## src/rtl/ifu_idu_inst_queue.sv

```systemverilog
// Instruction queue decoupling fetch (IFU) from decode (IDU): an in-order circular
// buffer of {pc, inst} pairs with null-fetch dropping, redirect flush and perf counters.
module ifu_idu_inst_queue #(
    parameter int ADDR_WIDTH = 32,
    parameter int DATA_WIDTH = 32,
    parameter int DEPTH      = 4,
    parameter int CNT_WIDTH  = 32
) (
    input  logic                     clk,
    input  logic                     rst,
    input  logic                     in_valid,
    output logic                     in_ready,
    input  logic [ADDR_WIDTH-1:0]    in_pc,
    input  logic [DATA_WIDTH-1:0]    in_inst,
    input  logic                     flush,
    output logic                     out_valid,
    input  logic                     out_ready,
    output logic [ADDR_WIDTH-1:0]    out_pc,
    output logic [DATA_WIDTH-1:0]    out_inst,
    output logic [$clog2(DEPTH):0]   count,
    output logic [CNT_WIDTH-1:0]     fetch_cnt,
    output logic [CNT_WIDTH-1:0]     bubble_cnt
);

    localparam int PTR_W = $clog2(DEPTH);
    localparam int OCC_W = PTR_W + 1;
    localparam logic [OCC_W-1:0] FULL = OCC_W'(DEPTH);

    logic [ADDR_WIDTH-1:0] pc_mem   [DEPTH];
    logic [DATA_WIDTH-1:0] inst_mem [DEPTH];

    logic [PTR_W-1:0] wr_ptr;
    logic [PTR_W-1:0] rd_ptr;

    logic fetch_hs;
    logic do_push;
    logic do_null;
    logic do_pop;

    // Ready depends only on occupancy and flush, never on out_ready.
    assign in_ready  = (count < FULL) && !flush;
    assign out_valid = (count != '0) && !flush;

    assign out_pc   = out_valid ? pc_mem[rd_ptr]   : '0;
    assign out_inst = out_valid ? inst_mem[rd_ptr] : '0;

    assign fetch_hs = in_valid && in_ready;
    assign do_push  = fetch_hs && (in_inst != '0);
    assign do_null  = fetch_hs && (in_inst == '0);
    assign do_pop   = out_valid && out_ready;

    // Storage is deliberately left unreset; stale entries are unreachable once count is 0.
    always_ff @(posedge clk) begin
        if (!rst && do_push) begin
            pc_mem[wr_ptr]   <= in_pc;
            inst_mem[wr_ptr] <= in_inst;
        end
    end

    always_ff @(posedge clk) begin
        if (rst) begin
            wr_ptr     <= '0;
            rd_ptr     <= '0;
            count      <= '0;
            fetch_cnt  <= '0;
            bubble_cnt <= '0;
        end else if (flush) begin
            rd_ptr <= wr_ptr;
            count  <= '0;
        end else begin
            if (do_push) begin
                wr_ptr    <= wr_ptr + 1'b1;
                fetch_cnt <= fetch_cnt + 1'b1;
            end
            if (do_null) begin
                bubble_cnt <= bubble_cnt + 1'b1;
            end
            if (do_pop) begin
                rd_ptr <= rd_ptr + 1'b1;
            end
            if (do_push && !do_pop) begin
                count <= count + 1'b1;
            end else if (!do_push && do_pop) begin
                count <= count - 1'b1;
            end
        end
    end

endmodule

```

## config.mk

```make
export PLATFORM = sky130hd
export DESIGN_NAME = ifu_idu_inst_queue
export DESIGN_NICKNAME = d
export VERILOG_FILES = /design/src/rtl/ifu_idu_inst_queue.sv
export SDC_FILE = /design/constraint.sdc
export NUM_CORES = 1
export LEC_CHECK = 0
export BUFFER_PORTS_ARGS = -buffer_cell sky130_fd_sc_hd__buf_2
export CORE_ASPECT_RATIO = 0.7
export CORE_MARGIN = 5
export CORE_UTILIZATION = 40
export CTS_CLUSTER_DIAMETER = 50
export DETAILED_ROUTE_END_ITERATION = 10
export GPL_ROUTABILITY_DRIVEN = 1
export HOLD_SLACK_MARGIN = 0.08
export PLACE_DENSITY = 0.67
export SYNTH_ARGS = -nofsm -noshare
export SYNTH_HDL_FRONTEND = slang
export SYNTH_SLANG_ARGS = --single-unit
```

## constraint.sdc

```tcl
create_clock -name clk -period 5.05 [get_ports clk]
set_clock_uncertainty 0.1 [all_clocks]
set_input_delay 0.2525 -clock clk [delete_from_list [all_inputs] [get_ports clk]]
set_output_delay 0.2525 -clock clk [all_outputs]
set_load 0.005 [all_outputs]
```

==> impl_summary.md <==
Global routing
The largest net degree at the start of global routing is 76. The number of antenna violations at the first check in global routing is 0. In the global route stage, overall resource usage came out at between 10% and 20%. Summed over all layers, the global routing overflow is 0. The global-route wire length before repair is roughly 47000 um. The via count of the first global-routing pass was 8234.

Power and ir drop
The sequential group share of total power is around 55%. VDD sags by at most 216 uV. Combinational logic is responsible for under 10% of the overall power. The leakage dissipation is ~0.0056 uW. The share of power burned in the clock network is 39.2%. The internal power of the cells totals between 4000 and 5000 uW. The share of total power consumed by net switching is 21.4%. For this design the ratio of total power to cell area is 334 mW/mm^2.

The net switching power of the design is 1160 uW.

Floorplanning
The chip width is 227 um. For this design the top-level I/O count stands at 202. The die height is ~160 um. Once the floorplan was initialized, standard cells occupied 40.7% of the core.

In this run the standard cell core region covers 0.0325 mm^2. The floorplan has 55 rows. The die covers 0.0368 mm^2.

STA
The post-route minimum period is ~3.3 ns. The relative slew slack is 20.6%. The final number of setup-violating endpoints is 0. On the final layout, the worst hold slack is roughly 0.28 ns.

The total negative slack is 0 ns. The fmax is 302 MHz. The number of slew-limit violations in the final report is 0.

Setup repair after global routing left no endpoint under its margin. The worst-margin pin slew is 1.19 ns. Dividing the final minimum period by the clock period gives 65.6%.

The number of hold violations in the final report is 0.

Setup path
The critical setup path kind is in2reg. The largest driver fanout on the critical path is 21. The kind of launch point of the worst setup path is a primary input. The cell family contributing the most delay on the critical path is buffers and inverters. For the worst flop-to-flop path, the logic depth is 5.

The endpoint of the most critical register-to-register path is fetch_cnt[24]$_SDFFE_PP0P_. The endpoint of the most critical setup path is count[1]$_SDFFE_PP0P_. The worst setup path is captured at a flip-flop.

In this design, the stage delay of the slowest critical-path cell is approximately 0.63 ns. The data arrival time of the critical path is roughly 3.6 ns. Data on the critical path is required at its endpoint by 5.37 ns. The total number of cells along the worst setup path is 12. On the critical path, the stage with the largest delay is an instance of sky130_fd_sc_hd__nor4_1. The origin of the worst setup path is in_inst[18].

The register-to-register setup slack is 2.18 ns. The number of buffers and inverters on the critical path is 5. The critical path goes through dlygate4sd3_1, buf_2, nor4_1, nand4_1, buf_4, o21ai_0, clkinv_1, ha_1, inv_1, fa_1, mux2i_1, nor3_1. The startpoint identified for the worst register-to-register timing path is count[2]$_SDFFE_PP0P_.

Placed design
Detailed placement ended at an HPWL of 18600 um. The congestion estimate from routability-driven global placement came to between 0.7 and 0.8. Counting tap cells, the placed design contains a total of 1424 instances.

Once placement finished, the instance area stood at approximately 0.015 mm^2. The total of buffers placed on input and output ports is 201.

Cells and area
The antenna diode instance count is 0. For this run, the share of the core covered by cells in the final layout is roughly 50%. The number of fill cells is 2747.

Cells with a size suffix above 1 make up about 29% of the layout. The area of combinational cells with multiple inputs is 0.00384 mm^2. The non-filler instance count after layout is 1547. The final layout contains 1173 nets. The area growth from synthesis to layout is 22.7%. The sequential cell area in the final layout is 0.00916 mm^2. Summing all non-filler instances in the final layout gives an area of 0.0162 mm^2.

CTS
At the later pin of the worst-skew pair, clock insertion delay measures roughly 0.57 ns. Counting along the longest clock path gives a buffer depth of 3. The clock tree from TritonCTS is yes.

CTS built an H-tree with a depth of 1. The number of CTS-inserted buffers is 31. The tree is rooted in a sky130_fd_sc_hd__clkbuf_16. After clock tree synthesis, the clock-pin slew on the worst setup and hold paths is 0.06 ns. The sink count of the clock tree is 329.

Drt
Dividing the detail-routed wire length by the instance count gives just under 20 um. The overall routed net length is around 30000 um. The count of nets left with antenna violations once routing finished came out at 0. The via count normalized by instance count is 5.26. For this block, the via count after detailed routing is 8136.

The first TritonRoute pass finished after 4 iterations. In the routed design, unresolved DRC markers number 0. The initial DRC count is 658.

Status
The flow ran to the end, and the final reports show no timing, DRC or antenna violations.

Synthesis
The flip-flop and latch count after synthesis is 329. The gate count of the mapped netlist is approximately 840. Summing the sequential cell areas from Yosys gives 69.2% of the chip area. The share of synthesized registers carrying an async set or reset is 0%. Averaged over all synthesized cells, the footprint is between 15 and 20 um^2.

Synthesis instantiated 44 different standard cells from the library. In this run the cell area of the synthesized design comes to between 0.01 and 0.015 mm^2. In the synthesized netlist the dominant register cell turns out to be sky130_fd_sc_hd__edfxtp_1.

For this run, the number of Yosys warnings is 0. Counting every net in the synthesized netlist gives 913. The number of flops mapped to enable cells by yosys is 256.

Run
Max-cap violations in this run came to 0.

Worst hold path
Along the worst hold path, the cell count comes to 5. The type of the most critical hold path is in2reg.
power groups by stage:
stage / clock network, uW / registers (uW) / logic, uW
after floorplan: 0 / 3020 / 169
after global placement: 0 / 3040 / 270
after detailed placement: 0 / 3040 / 276
after CTS: 2180 / 2980 / 318
after global routing: 2300 / 2990 / 342
final: 2120 / 2980 / 312
logic make-up (layout without fill, tap and decap cells):
family / after synthesis / after routing / synth area share (%)
buffers and inverters: 61 / 345 / 1.85
XOR/XNOR: 27 / 27 / 1.79
AO/OA/AOI/OAI: 85 / 85 / 3.65
flip-flops: 329 / 329 / 69.2
AND/OR/NAND/NOR: 255 / 255 / 11.2
multiplexers: 71 / 71 / 11.5
adder cells (fa/ha/maj): 8 / 8 / 0.814
synthesized netlist by cell type, drive strengths merged, types with 4 or more instances:
cell type  number  area [um^2]
buf            10         52.6
nand3          21          105
or3            23          144
mux4           64         1440
a21oi          37          185
dfxtp          73         1460
and3            9         56.3
nor4           22          144
nor2b           4         25.0
and2           69          432
inv            13         48.8
nor3            6         30.0
nand2          18         67.6
nand4          21          131
xor2            9         78.8
mux2            4         45.0
edfxtp        256         7690
and4            9         78.8
ha              7         87.6
o31ai           9         67.6
clkbuf         37          140
or4            11         82.6
nor2           36          135
o21ai          28          140
xnor2          18          158
stage by stage:
| step | setup WS (ns) | power [uW] |
|---|---|---|
| after floorplan | 1.79 | 3190 |
| after global placement | 1.70 | 3310 |
| after detailed placement | 1.65 | 3320 |
| after CTS | 1.66 | 5480 |
| after global routing | 1.39 | 5630 |
| final | 1.74 | 5420 |
layer usage:
metal | GRT usage [%] | wire, um | vias up
met5 | 0 | 0 | -
met4 | 2.80 | 461 | 0
met3 | 4.28 | 2210 | 33
met2 | 25.6 | 14000 | 258
met1 | 23.1 | 13800 | 4057
li1 | - | - | 3788
worst min-delay path: cells and delay by family:
kind	cells	cell delay, ns
compound gates	1	0.15
xor+xnor	1	0.07
buf+inv	1	0.10
simple gates	2	0.33
timing repair:
item                       CTS  global route
hold endpoints to repair   263             0
setup endpoints to repair    0             0
gates resized for setup      0             0
hold buffers                66             0
setup buffers                0             0
registers in the layout (all words and copies together) (netlist names), named ones only:
name        cells
inst_mem      128
pc_mem        128
bubble_cnt     32
fetch_cnt      32
count           3
rd_ptr          2
wr_ptr          2
layout make-up:
cell class                 instances  area share, %
tap                              427           3.29
inverter                          14          0.324
clock inverter                    12          0.502
clock buffer                      45           5.11
sequential                       329           56.5
timing repair buffer             274           10.6
multi-input combinational        446           23.7
layout by cell type (no fill, tap or decap), drive strengths merged, types with 11 or more instances in the layout:
| master | Yosys | final |
|---|---|---|
| a21oi | 37 | 37 |
| and2 | 69 | 69 |
| buf | 10 | 208 |
| clkbuf | 37 | 45 |
| dfxtp | 73 | 73 |
| dlygate4sd3 | 0 | 66 |
| edfxtp | 256 | 256 |
| inv | 13 | 15 |
| mux4 | 64 | 64 |
| nand2 | 18 | 18 |
| nand3 | 21 | 21 |
| nand4 | 21 | 21 |
| nor2 | 36 | 36 |
| nor4 | 22 | 22 |
| o21ai | 28 | 28 |
| or3 | 23 | 23 |
| or4 | 11 | 11 |
| xnor2 | 18 | 18 |
worst min path at each step:
stage	from	slack (ns)	to
floorplan	in_inst[0]	0.25	inst_mem[0][0]$_DFFE_PP_
global placement	in_pc[27]	0.37	pc_mem[1][27]$_DFFE_PP_
detailed placement	in_pc[4]	0.38	pc_mem[2][4]$_DFFE_PP_
CTS	in_valid	0.24	fetch_cnt[7]$_SDFFE_PP0P_
global route	rst	0.31	bubble_cnt[11]$_SDFFE_PP0P_
finish	in_valid	0.28	fetch_cnt[7]$_SDFFE_PP0P_
Note: power is estimated with default switching activity, not from simulation.
